<file path="src/rtl/mips_ctrl_pkg.sv">
// Shared encodings for the MIPS32 multicycle main-control FSM: states, opcodes,
// select codes and the decoded control bundle.
package mips_ctrl_pkg;

    typedef logic [3:0] state_t;

    localparam state_t S_FETCH    = 4'd0;
    localparam state_t S_DECODE   = 4'd1;
    localparam state_t S_MEMADR   = 4'd2;
    localparam state_t S_MEMREAD  = 4'd3;
    localparam state_t S_MEMWB    = 4'd4;
    localparam state_t S_MEMWRITE = 4'd5;
    localparam state_t S_EXECUTE  = 4'd6;
    localparam state_t S_ALUWB    = 4'd7;
    localparam state_t S_BRANCH   = 4'd8;
    localparam state_t S_ADDIEXEC = 4'd9;
    localparam state_t S_ADDIWB   = 4'd10;
    localparam state_t S_JUMP     = 4'd11;

    localparam logic [5:0] OP_RTYPE = 6'b000000;
    localparam logic [5:0] OP_LW    = 6'b100011;
    localparam logic [5:0] OP_SW    = 6'b101011;
    localparam logic [5:0] OP_BEQ   = 6'b000100;
    localparam logic [5:0] OP_ADDI  = 6'b001000;
    localparam logic [5:0] OP_J     = 6'b000010;

    localparam logic [1:0] ALUOP_ADD   = 2'b00;
    localparam logic [1:0] ALUOP_SUB   = 2'b01;
    localparam logic [1:0] ALUOP_FUNCT = 2'b10;

    localparam logic [1:0] SRCB_REGB   = 2'b00;
    localparam logic [1:0] SRCB_FOUR   = 2'b01;
    localparam logic [1:0] SRCB_IMM    = 2'b10;
    localparam logic [1:0] SRCB_IMMSH2 = 2'b11;

    localparam logic [1:0] PC_ALU    = 2'b00;
    localparam logic [1:0] PC_ALUOUT = 2'b01;
    localparam logic [1:0] PC_JUMP   = 2'b10;

    typedef struct packed {
        logic [1:0] alu_op;
        logic       alu_src_a;
        logic [1:0] alu_src_b;
        logic [1:0] pc_src;
        logic       iord;
        logic       mem_read;
        logic       mem_write;
        logic       ir_write;
        logic       pc_write;
        logic       branch;
        logic       reg_dst;
        logic       mem_to_reg;
        logic       reg_write;
    } ctrl_t;

    function automatic logic op_known(input logic [5:0] op);
        return (op == OP_RTYPE) || (op == OP_LW) || (op == OP_SW) ||
               (op == OP_BEQ) || (op == OP_ADDI) || (op == OP_J);
    endfunction

endpackage

</file>
<file path="src/rtl/mips_ctrl_outdec.sv">
// Pure Moore decode from FSM state to raw datapath controls; the top applies
// the mem_ready and reset qualification.
module mips_ctrl_outdec
    import mips_ctrl_pkg::*;
(
    input  state_t state,
    output ctrl_t  ctrl
);

    always_comb begin
        ctrl = '0;
        case (state)
            S_FETCH: begin
                ctrl.mem_read  = 1'b1;
                ctrl.alu_src_b = SRCB_FOUR;
                ctrl.ir_write  = 1'b1;
                ctrl.pc_write  = 1'b1;
            end
            S_DECODE: begin
                // Branch target is precomputed here while the opcode is decoded.
                ctrl.alu_src_b = SRCB_IMMSH2;
            end
            S_MEMADR: begin
                ctrl.alu_src_a = 1'b1;
                ctrl.alu_src_b = SRCB_IMM;
            end
            S_MEMREAD: begin
                ctrl.iord     = 1'b1;
                ctrl.mem_read = 1'b1;
            end
            S_MEMWB: begin
                ctrl.mem_to_reg = 1'b1;
                ctrl.reg_write  = 1'b1;
            end
            S_MEMWRITE: begin
                ctrl.iord      = 1'b1;
                ctrl.mem_write = 1'b1;
            end
            S_EXECUTE: begin
                ctrl.alu_src_a = 1'b1;
                ctrl.alu_src_b = SRCB_REGB;
                ctrl.alu_op    = ALUOP_FUNCT;
            end
            S_ALUWB: begin
                ctrl.reg_dst   = 1'b1;
                ctrl.reg_write = 1'b1;
            end
            S_BRANCH: begin
                ctrl.alu_src_a = 1'b1;
                ctrl.alu_op    = ALUOP_SUB;
                ctrl.pc_src    = PC_ALUOUT;
                ctrl.branch    = 1'b1;
            end
            S_ADDIEXEC: begin
                ctrl.alu_src_a = 1'b1;
                ctrl.alu_src_b = SRCB_IMM;
                ctrl.alu_op    = ALUOP_ADD;
            end
            S_ADDIWB: begin
                ctrl.reg_write = 1'b1;
            end
            S_JUMP: begin
                ctrl.pc_src   = PC_JUMP;
                ctrl.pc_write = 1'b1;
            end
            default: ;
        endcase
    end

endmodule

</file>
<file path="src/rtl/mips_multicycle_ctrl.sv">
// Multicycle main-control FSM for the MIPS32 core; sequences fetch through
// writeback and waits on mem_ready in the memory-facing states.
module mips_multicycle_ctrl
    import mips_ctrl_pkg::*;
#(
    parameter bit MEM_WAIT_EN = 1'b1
) (
    input  logic       clk,
    input  logic       reset,
    input  logic [5:0] opcode,
    input  logic       mem_ready,
    output logic [1:0] alu_op,
    output logic       alu_src_a,
    output logic [1:0] alu_src_b,
    output logic [1:0] pc_src,
    output logic       iord,
    output logic       mem_read,
    output logic       mem_write,
    output logic       ir_write,
    output logic       pc_write,
    output logic       branch,
    output logic       reg_dst,
    output logic       mem_to_reg,
    output logic       reg_write,
    output logic       illegal_op,
    output logic [3:0] state_dbg
);

    state_t state_q, state_d;
    ctrl_t  ctrl;
    logic   rdy;
    logic   in_fetch;
    logic   en;

    assign rdy      = MEM_WAIT_EN ? mem_ready : 1'b1;
    assign in_fetch = (state_q == S_FETCH);
    assign en       = ~reset;

    always_ff @(posedge clk or posedge reset) begin
        if (reset) state_q <= S_FETCH;
        else       state_q <= state_d;
    end

    always_comb begin
        state_d = S_FETCH;
        case (state_q)
            S_FETCH:    state_d = rdy ? S_DECODE : S_FETCH;
            S_DECODE: begin
                if (opcode == OP_LW || opcode == OP_SW) state_d = S_MEMADR;
                else if (opcode == OP_RTYPE)            state_d = S_EXECUTE;
                else if (opcode == OP_BEQ)              state_d = S_BRANCH;
                else if (opcode == OP_ADDI)             state_d = S_ADDIEXEC;
                else if (opcode == OP_J)                state_d = S_JUMP;
                else                                    state_d = S_FETCH;
            end
            S_MEMADR:   state_d = (opcode == OP_SW) ? S_MEMWRITE : S_MEMREAD;
            S_MEMREAD:  state_d = rdy ? S_MEMWB : S_MEMREAD;
            S_MEMWB:    state_d = S_FETCH;
            S_MEMWRITE: state_d = rdy ? S_FETCH : S_MEMWRITE;
            S_EXECUTE:  state_d = S_ALUWB;
            S_ALUWB:    state_d = S_FETCH;
            S_BRANCH:   state_d = S_FETCH;
            S_ADDIEXEC: state_d = S_ADDIWB;
            S_ADDIWB:   state_d = S_FETCH;
            S_JUMP:     state_d = S_FETCH;
            default:    state_d = S_FETCH;
        endcase
    end

    mips_ctrl_outdec u_outdec (
        .state (state_q),
        .ctrl  (ctrl)
    );

    assign alu_op     = ctrl.alu_op;
    assign alu_src_a  = ctrl.alu_src_a;
    assign alu_src_b  = ctrl.alu_src_b;
    assign pc_src     = ctrl.pc_src;
    assign iord       = ctrl.iord;
    assign reg_dst    = ctrl.reg_dst;
    assign mem_to_reg = ctrl.mem_to_reg;

    // Enables are gated by reset so an abort mid-access never leaves a partial write.
    assign mem_read   = en & ctrl.mem_read;
    assign mem_write  = en & ctrl.mem_write;
    assign ir_write   = en & ctrl.ir_write & rdy;
    assign pc_write   = en & ctrl.pc_write & (rdy | ~in_fetch);
    assign branch     = en & ctrl.branch;
    assign reg_write  = en & ctrl.reg_write;
    assign illegal_op = en & (state_q == S_DECODE) & ~op_known(opcode);
    assign state_dbg  = state_q;

endmodule

</file>
<file path="config.mk">
export PLATFORM = sky130hd
export DESIGN_NAME = mips_multicycle_ctrl
export DESIGN_NICKNAME = d
export VERILOG_FILES = /design/src/rtl/mips_ctrl_pkg.sv /design/src/rtl/mips_ctrl_outdec.sv /design/src/rtl/mips_multicycle_ctrl.sv
export SDC_FILE = /design/constraint.sdc
export NUM_CORES = 1
export LEC_CHECK = 0
export BUFFER_PORTS_ARGS = -buffer_cell sky130_fd_sc_hd__buf_2
export CORE_MARGIN = 3
export CORE_UTILIZATION = 40
export DETAILED_ROUTE_END_ITERATION = 10
export GPL_TIMING_DRIVEN = 0
export PLACE_DENSITY = 0.74
export SYNTH_ARGS = -nofsm -noshare
export SYNTH_HDL_FRONTEND = slang
export SYNTH_SLANG_ARGS = --single-unit
</file>
<file path="constraint.sdc">
create_clock -name clk -period 3.4 [get_ports clk]
set_clock_uncertainty 0.1 [all_clocks]
set_input_delay 0.34 -clock clk [delete_from_list [all_inputs] [get_ports clk]]
set_output_delay 0.34 -clock clk [all_outputs]
set_load 0.02 [all_outputs]
</file>
==> impl_metrics.json, run 1 <==
{
  "ys_ff_latch": 4,
  "rows": 12,
  "startpoint": "reset",
  "hpwl_um": 1180,
  "synth_top_area_cell": "dfrtp_1",
  "clock_sinks": 4,
  "worstSkewPairLatency_ns": 0.23,
  "place_ws_ns": 1.41,
  "max_stage_delay_ns": 0.53,
  "cp_max_fo": 6,
  "path_buf_inv": 3,
  "post_drt_wl_per_cell_um": 12.6,
  "synthMuxAreaShare_pct": 5.63,
  "design.core.area_um2": 1170,
  "via_per_inst": 5.56,
  "htreeDepth": 1,
  "synth_compound_area_share_pct": 23.0,
  "synth_top_family_by_area": "simple AND/OR/NAND/NOR gates",
  "die_width_um": 42.5,
  "setup-tns-final_ns": 0,
  "nFillCells": 122,
  "critPathTopFamily": "buffers and inverters",
  "period_share_pct": 75.0,
  "via_count": 673,
  "synth-simple-area-share_pct": 40.6,
  "ios": 30,
  "worst_pin_slew_ns": 0.412,
  "netlist_instances": 75,
  "wirelength_um": 1530,
  "ys_types": 36,
  "leakagePower_nw": 0.343,
  "start_kind": "input pin",
  "vdd_drop_max_v": 0.000361,
  "synthAdderAreaFrac_pct": 0,
  "r2r-start": "state_dbg[1]",
  "end_kind": "primary output",
  "routabilityCongestion": 0.815,
  "hold_path.class": "input pin to flop",
  "synth-edff-count": 0,
  "hp-start": "opcode[4]",
  "min_period_ns": 2.55,
  "grt_setup_unrepaired": "false",
  "drv_cap": 0,
  "syn_to_final_growth_pct": 35.7,
  "fmax_ghz": 0.392,
  "grt_max_degree": 11,
  "yosys_warnings": 0,
  "p_per_area_nw_per_um2": 664,
  "clockBufferDepth": 2,
  "drt_iter0_markers": 12,
  "post-place-cells": 117,
  "detail-route-antenna-nets": 0,
  "path_cells": "dlygate4sd3_1 -> buf_2 -> or3_1 -> or4_1 -> a21oi_1 -> buf_2",
  "final_cells": 121,
  "start_util_pct": 45.5,
  "io_buffers": 28,
  "relSlewSlack_pct": 72.6,
  "grt_usage_pct": 17.7,
  "yosysTopAreaCellShare_pct": 18.8,
  "syn_nets": 84,
  "register_area_um2": 100,
  "largest_reg_flops": 4,
  "slowest_stage": "dlygate4sd3_1",
  "numCtsBuffers": 3,
  "grt_pass1_wl_um": 2550,
  "fin_nets": 118,
  "cts_setup_buffers": 0,
  "final_cell_mix": "buf_2 (31), nor3_1 (10), a21oi_1 (7)",
  "grt_pass1_vias": 593,
  "synthTopCellsByArea": "dfrtp_1 (19%), nor3_1 (9.4%), a21oi_1 (6.6%), mux2i_1 (5.6%), nor2_1 (4.2%)",
  "final_common_cell": "buf_2",
  "ys_seq_area_share_pct": 18.8,
  "drc": 0,
  "netlist_area_um2": 533,
  "synthXorXnorAreaFrac_pct": 4.93,
  "crit_required_ns": 2.96,
  "die_area_um2": 1810,
  "hold_violations": 0,
  "crit_top_cell": "buf_2",
  "cts_tree": "built",
  "grt_antenna_before_repair": 0,
  "cp_data_arrival_time_ns": 2.11,
  "grt.overflow.total": 0,
  "drt-pass1-iter-count": 4,
  "clk_pin_slew_worst_paths_ns": 0.04,
  "status": "completed",
  "avgSynthCellArea_um2": 7.11,
  "multiInputGateArea_um2": 395,
  "n_antenna_cell": 0,
  "timing.final.max_slew_violations": 0,
  "ys_async_sr_fraction_pct": 100,
  "critical_path_class": "input pin to primary output",
  "clock-root-buffer": "clkbuf_4",
  "drive_gt1_share_pct": 35.5,
  "synth_ff_type": "dfrtp_1",
  "timing.hold.ws_ns": 0.420,
  "setup_ws_ns": 0.849,
  "die_y_um": 42.5,
  "setup_viol": 0
}
[worst min-delay path, delay by kind of cell]
family | cells | cell delay [ns]
and+or+nand+nor | 2 | 0.11
buffers and inverters | 1 | 0.11
AOI/OAI and AO/OA | 1 | 0.14
[final timing paths]
kind	to	slack, ns	cells past startpoint
hold reg to reg	state_dbg[2]	0.60	2
max in group asynchronous	state_dbg[0]	2.56	3
hold / removal	state_dbg[3]	0.42	4
setup reg to reg	state_dbg[2]	1.88	5
setup / recovery	illegal_op	0.85	6
min in group asynchronous	state_dbg[2]	0.49	3
[layer usage]
layer / track usage [%] / up-vias / wire length [um]
li1: - / 346 / -
met1: 23.0 / 295 / 714
met2: 28.6 / 30 / 668
met3: 6.01 / 2 / 124
met4: 3.11 / 0 / 17
met5: 0 / - / 0
[through the flow]
| stage | utilization (%) | total power, mW | instance area (um^2) |
|---|---|---|---|
| 2_1_floorplan | - | 0.320 | 533 |
| 3_3_place_gp | 59.0 | 0.417 | 691 |
| 3_5_place_dp | 59.0 | 0.418 | 691 |
| 4_1_cts | 61.8 | 0.482 | 723 |
| 5_1_grt | 61.8 | 0.527 | 723 |
| 6_report | 61.8 | 0.480 | 723 |
[final cells by class]
class	instances	share of cell area (%)
Sequential cell	4	13.8
Inverter	3	1.56
Buffer	6	3.63
Tap cell	14	2.42
Clock buffer	3	3.11
Multi-Input combinational cell	62	54.7
Timing Repair Buffer	29	20.8
[logic make-up (layout without fill, tap and decap cells)]
group                     after synthesis  count (layout)
and+or+nand+nor                        37              37
AOI/OAI and AO/OA                      19              19
buffers and inverters                   9              41
DFF                                     4               4
xor gates and xnor gates                3               3
muxes                                   3               3
[timing repair]
| action | CTS | global route |
|---|---|---|
| hold endpoints to repair | 4 | 0 |
| hold buffers | 1 | 0 |
| gates resized for setup | 0 | 0 |
[synthesized netlist by cell type, types with 2 or more instances]
| cell | n |
|---|---|
| nand2_1 | 2 |
| buf_2 | 3 |
| xnor2_1 | 2 |
| clkbuf_1 | 2 |
| nor2b_1 | 2 |
| o21ai_0 | 2 |
| nor2_1 | 6 |
| nand2b_1 | 3 |
| inv_1 | 2 |
| a21oi_1 | 7 |
| mux2i_1 | 3 |
| o22ai_1 | 2 |
| nor4b_1 | 2 |
| nor3_1 | 10 |
| nor4_1 | 3 |
| dfrtp_1 | 4 |
[where the power goes]
part           total (mW)  leakage [nW]  internal, mW  switching, mW
sequential         0.0747        0.0536        0.0612         0.0135
clock              0.0597        0.0138        0.0395         0.0202
combinational       0.345         0.276         0.120          0.226
total               0.480         0.343         0.221          0.259
Note: power is estimated with default switching activity, not from simulation.
==> run 2: changes to the inputs <==
--- a/config.mk
+++ b/config.mk
@@ -5,12 +5,13 @@
 export SDC_FILE = /design/constraint.sdc
 export NUM_CORES = 1
 export LEC_CHECK = 0
+export ABC_AREA = 1
 export BUFFER_PORTS_ARGS = -buffer_cell sky130_fd_sc_hd__buf_2
 export CORE_MARGIN = 3
-export CORE_UTILIZATION = 40
+export CORE_UTILIZATION = 38
 export DETAILED_ROUTE_END_ITERATION = 10
 export GPL_TIMING_DRIVEN = 0
-export PLACE_DENSITY = 0.74
+export PLACE_DENSITY = 0.73
 export SYNTH_ARGS = -nofsm -noshare
 export SYNTH_HDL_FRONTEND = slang
 export SYNTH_SLANG_ARGS = --single-unit
==> constraint.sdc (replaced) <==
create_clock -name clk -period 2.3 [get_ports clk]
set_clock_uncertainty 0.1 [all_clocks]
set_input_delay 0.23 -clock clk [delete_from_list [all_inputs] [get_ports clk]]
set_output_delay 0.23 -clock clk [all_outputs]
set_load 0.02 [all_outputs]
==> run 2 against run 1 <==
Count of clock-buffer cells in the layout unchanged. Synthesized cell count is 33% higher. Die area is 7.9% higher. Via count rose by 1.2%. Largest power group unchanged. Highest routed layer unchanged.
==> impl_metrics.json, run 2 <==
{
  "htreeDepth": 1,
  "fin_area_um2": 749,
  "postLayoutCoreUtil_pct": 56.2,
  "hold_violations": 0,
  "grt_antenna_before_repair": 0,
  "syn_to_final_growth_pct": 35.5,
  "design.core.area_um2": 1330,
  "path_buf_inv": 4,
  "yosysTopAreaCellShare_pct": 18.1,
  "placed_cell_area_um2": 717,
  "final_cell_mix": "buf_2 (29), nand2_1 (25), nor2_1 (17)",
  "timing.final.max_slew_violations": 0,
  "die_width_um": 44.2,
  "syn_nets": 109,
  "ys_seq_area_share_pct": 18.1,
  "n_antenna_cell": 0,
  "worstSkewPairLatency_ns": 0.24,
  "ys_types": 13,
  "drive_gt1_share_pct": 40.6,
  "grt_pass1_wl_um": 2370,
  "r2r-end": "state_dbg[0]",
  "hp-start": "mem_ready",
  "clockBufferDepth": 2,
  "r2r-start": "state_dbg[3]",
  "drt_iter0_markers": 4,
  "synth_most_common_cell": "nand2_1",
  "wirelength_um": 1380,
  "yosys_warnings": 0,
  "ys_async_sr_fraction_pct": 100,
  "cp_max_fo": 6,
  "period_share_pct": 79.0,
  "cts_tree": "built",
  "setup-tns-final_ns": 0,
  "end_kind": "primary output",
  "die_area_um2": 1950,
  "crit_required_ns": 1.97,
  "post-place-cells": 144,
  "ff2ff_setup_slack_ns": 1.06,
  "via_per_inst": 4.60,
  "critPathTopFamily": "buffers and inverters",
  "fmax_ghz": 0.551,
  "max_stage_delay_ns": 0.53,
  "fin_nets": 144,
  "grt_setup_unrepaired": "false",
  "drv_cap": 0,
  "grt_usage_pct": 16.2,
  "hold_path.class": "input pin to flop",
  "setup_viol": 0,
  "status": "completed",
  "p_total_mw": 0.740,
  "path_cells": "dlygate4sd3_1 -> buf_2 -> inv_1 -> nand4_1 -> nor2_1 -> buf_2",
  "numCtsBuffers": 3,
  "synthTopCellsByArea": "dfrtp_1 (18%), nand2_1 (17%), nand3_1 (13%), nor2_1 (12%), nor2_4 (10%)",
  "rows": 13,
  "drc": 0,
  "worstHoldEndpoint": "state_dbg[2]",
  "die_y_um": 44.2,
  "nFillCells": 135,
  "grt_max_degree": 7,
  "netlist_instances": 100,
  "hpwl_um": 1170,
  "synth_ff_type": "dfrtp_1",
  "p_per_area_nw_per_um2": 988,
  "detail-route-antenna-nets": 0,
  "min_period_ns": 1.82,
  "start_util_pct": 41.5,
  "netlist_area_um2": 553,
  "ys_ff_latch": 4,
  "avgSynthCellArea_um2": 5.53,
  "cts_setup_buffers": 0,
  "final_common_cell": "buf_2",
  "hold_path_depth": 5,
  "synth-edff-count": 0,
  "crit_top_cell": "buf_2",
  "clock-root-buffer": "clkbuf_4",
  "ios": 30,
  "clk_pin_slew_worst_paths_ns": 0.03,
  "grt_pass1_vias": 572,
  "synth_top_area_cell": "dfrtp_1",
  "vdd_drop_max_v": 0.000347,
  "via_count": 681,
  "io_buffers": 29,
  "largest_reg_flops": 4,
  "post_drt_wl_per_cell_um": 9.32,
  "start_kind": "input pin",
  "critical_path_class": "input pin to primary output",
  "routabilityCongestion": 0.809,
  "leakagePower_nw": 0.508,
  "ff2ff_path_depth": 5,
  "cp_data_arrival_time_ns": 1.49,
  "slowest_stage": "dlygate4sd3_1",
  "worst_pin_slew_ns": 0.298,
  "relSlewSlack_pct": 80.1,
  "drt-pass1-iter-count": 2,
  "synth_common_cells": "nand2_1 (25), nor2_1 (17), nand3_1 (14), inv_1 (12), inv_2 (9)",
  "grt.overflow.total": 0,
  "clock_sinks": 4,
  "final_cells": 148
}
## run 2: logic make-up (layout without fill, tap and decap cells)
group                  Yosys count  count (layout)  share of synthesized area [%]
and+or+nand+nor                 71              71                           62.7
buffers and inverters           21              54                           14.3
AOI/OAI and AO/OA                4               4                           4.98
DFF                              4               4                           18.1
## run 2: repair_timing
action                                 4_1_cts  5_1_grt
gates resized for setup                      0        0
endpoints found under the hold margin        4        0
hold buffers                                 1        0
## run 2: worst min-delay path: stages
cell	delay, ns
buf_2	0.08
nand3_1	0.07
nand2_1	0.07
nor2_1	0.04
nand3_1	0.07
## run 2: layout make-up
| type | count | area [um^2] | area share (%) |
|---|---|---|---|
| multi-input cells | 75 | 374 | 49.9 |
| flip-flops and latches | 4 | 100 | 13.4 |
| clock buffers | 3 | 22.5 | 3.01 |
| well taps | 15 | 18.8 | 2.50 |
| repair buffers | 30 | 155 | 20.7 |
| inverters | 21 | 78.8 | 10.5 |
## run 2: through the flow
step           hold slack [ns]  setup slack (ns)
2_1_floorplan          -0.0873             0.667
3_3_place_gp             0.101             0.750
5_1_grt                  0.325             0.379
3_5_place_dp             0.108             0.752
4_1_cts                  0.272             0.461
6_report                 0.272             0.483
## run 2: power breakdown
part	internal [mW]	leakage, nW	switching, mW
combinational	0.164	0.440	0.352
clock	0.0584	0.0138	0.0301
sequential	0.0926	0.0537	0.0437
total	0.315	0.508	0.426
## run 2: worst max-delay path by stage
stage | cells past startpoint | from | slack [ns] | endpoint
after global placement | 6 | state_dbg[3] | 0.75 | pc_write
after floorplan | 5 | state_dbg[0] | 0.67 | branch
after CTS | 6 | reset | 0.46 | illegal_op
after detailed placement | 6 | state_dbg[3] | 0.75 | pc_write
final | 6 | reset | 0.48 | illegal_op
after global routing | 6 | reset | 0.38 | illegal_op
## run 2: per-layer routing
layer	vias up	GRT usage (%)	wire length (um)
li1	376	-	-
met1	280	21.0	632
met2	23	26.5	638
met3	2	2.44	89
met4	0	7.23	19
met5	-	0	0
==> run 3: changes to the inputs <==
--- a/config.mk
+++ b/config.mk
@@ -8,7 +8,7 @@
 export ABC_AREA = 1
 export BUFFER_PORTS_ARGS = -buffer_cell sky130_fd_sc_hd__buf_2
 export CORE_MARGIN = 3
-export CORE_UTILIZATION = 38
+export CORE_UTILIZATION = 40
 export DETAILED_ROUTE_END_ITERATION = 10
 export GPL_TIMING_DRIVEN = 0
 export PLACE_DENSITY = 0.73
==> constraint.sdc (replaced) <==
create_clock -name clk -period 1.85 [get_ports clk]
set_clock_uncertainty 0.1 [all_clocks]
set_input_delay 0.185 -clock clk [delete_from_list [all_inputs] [get_ports clk]]
set_output_delay 0.185 -clock clk [all_outputs]
set_load 0.02 [all_outputs]
==> run 3 against run 2 <==
Critical path depth stayed put. Final cell count is 0.68% lower. Count of clock-buffer cells in the layout stayed put. Worst setup slack worse by 0.33 ns. Hold slack worse by 0.060 ns. Design area is 1.0% higher. Die area is 4.3% lower. Clock power is 25% higher.
==> impl_metrics.json, run 3 (synthesis results as in run 2) <==
{
  "p_per_area_nw_per_um2": 1230,
  "drt-pass1-iter-count": 4,
  "grt_antenna_before_repair": 0,
  "crit_required_ns": 1.56,
  "drive_gt1_share_pct": 41.4,
  "top_layer": "met4",
  "htreeDepth": 1,
  "io_buffers": 29,
  "grt_pass1_wl_um": 2460,
  "final_common_cell": "buf_2",
  "syn_to_final_growth_pct": 36.9,
  "fin_nets": 144,
  "detail-route-antenna-nets": 0,
  "die_width_um": 43.2,
  "grt_usage_pct": 17.3,
  "end_kind": "primary output",
  "postLayoutCoreUtil_pct": 63.0,
  "hold_path.class": "input pin to flop",
  "hpwl_um": 1240,
  "critical_path_class": "flop to primary output",
  "cts_setup_buffers": 0,
  "timing.final.max_slew_violations": 0,
  "grt_max_degree": 7,
  "n_antenna_cell": 0,
  "hold_violations": 0,
  "clock-root-buffer": "clkbuf_4",
  "fin_area_um2": 757,
  "clk_pin_slew_worst_paths_ns": 0.04,
  "cp_data_arrival_time_ns": 1.42,
  "final_cells": 147,
  "vdd_drop_max_v": 0.000482,
  "place_ws_ns": 0.321,
  "timing.hold.ws_ns": 0.213,
  "post-place-cells": 143,
  "min_period_ns": 1.70,
  "setup_viol": 0,
  "drc": 0,
  "setup-tns-final_ns": 0,
  "placed_cell_area_um2": 716,
  "routabilityCongestion": 0.837,
  "fmax_ghz": 0.588,
  "via_count": 717,
  "largest_reg_flops": 4,
  "cts_tree": "built",
  "cp_max_fo": 6,
  "wirelength_um": 1510,
  "via_per_inst": 4.88,
  "leakagePower_nw": 0.505,
  "clock_sinks": 4,
  "grt_pass1_vias": 601,
  "die_y_um": 43.2,
  "final_cell_mix": "buf_2 (29), nand2_1 (25), nor2_1 (17)",
  "period_share_pct": 91.9,
  "wl_met2_um": 754,
  "die_area_um2": 1860,
  "routed-wl-met3_um": 78,
  "drt_iter0_markers": 23,
  "worst_pin_slew_ns": 0.269,
  "status": "completed",
  "post_drt_wl_per_cell_um": 10.3,
  "setup_ws_ns": 0.149,
  "grt.overflow.total": 0,
  "p_total_mw": 0.930,
  "drv_cap": 0,
  "rows": 12,
  "design.core.area_um2": 1200,
  "start_kind": "flop",
  "start_util_pct": 46.0,
  "clockBufferDepth": 2,
  "grt_setup_unrepaired": "false",
  "worstSkewPairLatency_ns": 0.24,
  "ios": 30,
  "relSlewSlack_pct": 82.0,
  "met1_length_um": 647,
  "numCtsBuffers": 3
}
-- run 3: cell count changes in the layout (fill, tap and decap cells not counted), sizes merged --
cell / change
inv: -1
clkinvlp: +1
-- run 3: final timing paths --
| path | depth (start not counted) | slack [ns] | from | endpoint |
|---|---|---|---|---|
| setup / recovery | 6 | 0.15 | state_dbg[3] | pc_write |
| hold / removal | 5 | 0.21 | mem_ready | state_dbg[2] |
| setup reg to reg | 6 | 0.61 | state_dbg[3] | state_dbg[1] |
| hold reg to reg | 3 | 0.64 | state_dbg[0] | state_dbg[0] |
| max in group asynchronous | 3 | 1.15 | reset | state_dbg[3] |
| min in group asynchronous | 3 | 0.36 | reset | state_dbg[0] |
-- run 3: report_power, final --
| part | switching (mW) | internal (mW) | leakage, nW |
|---|---|---|---|
| Sequential | 0.0574 | 0.115 | 0.0537 |
| Combinational | 0.441 | 0.205 | 0.437 |
| Clock | 0.0385 | 0.0728 | 0.0138 |
| Total | 0.537 | 0.393 | 0.505 |
-- run 3: worst max-delay path, cell delays in order, from the launching register on --
cell	delay [ns]
dfrtp_1	0.45
nor2_4	0.21
nand2_2	0.09
nor2_2	0.12
inv_2	0.05
a21oi_2	0.09
buf_2	0.17
-- run 3: per-layer routing --
| metal | vias up | GRT usage (%) |
|---|---|---|
| met5 | - | 0 |
| met4 | 0 | 13.9 |
| met3 | 3 | 0.847 |
| met2 | 26 | 27.1 |
| met1 | 311 | 21.4 |
| li1 | 377 | - |
-- run 3: what timing repair did --
action / CTS / global route
endpoints found under the setup margin: 0 / 3
hold buffers: 1 / 0
resized for setup: 0 / 2
endpoints found under the hold margin: 4 / 0
-- run 3: cell type report --
class	count	area, um^2
Tap cell	14	17.5
Inverter	21	82.6
Clock buffer	3	22.5
Fill cell	110	444
Timing Repair Buffer	30	155
Multi-Input combinational cell	75	379
Sequential cell	4	100
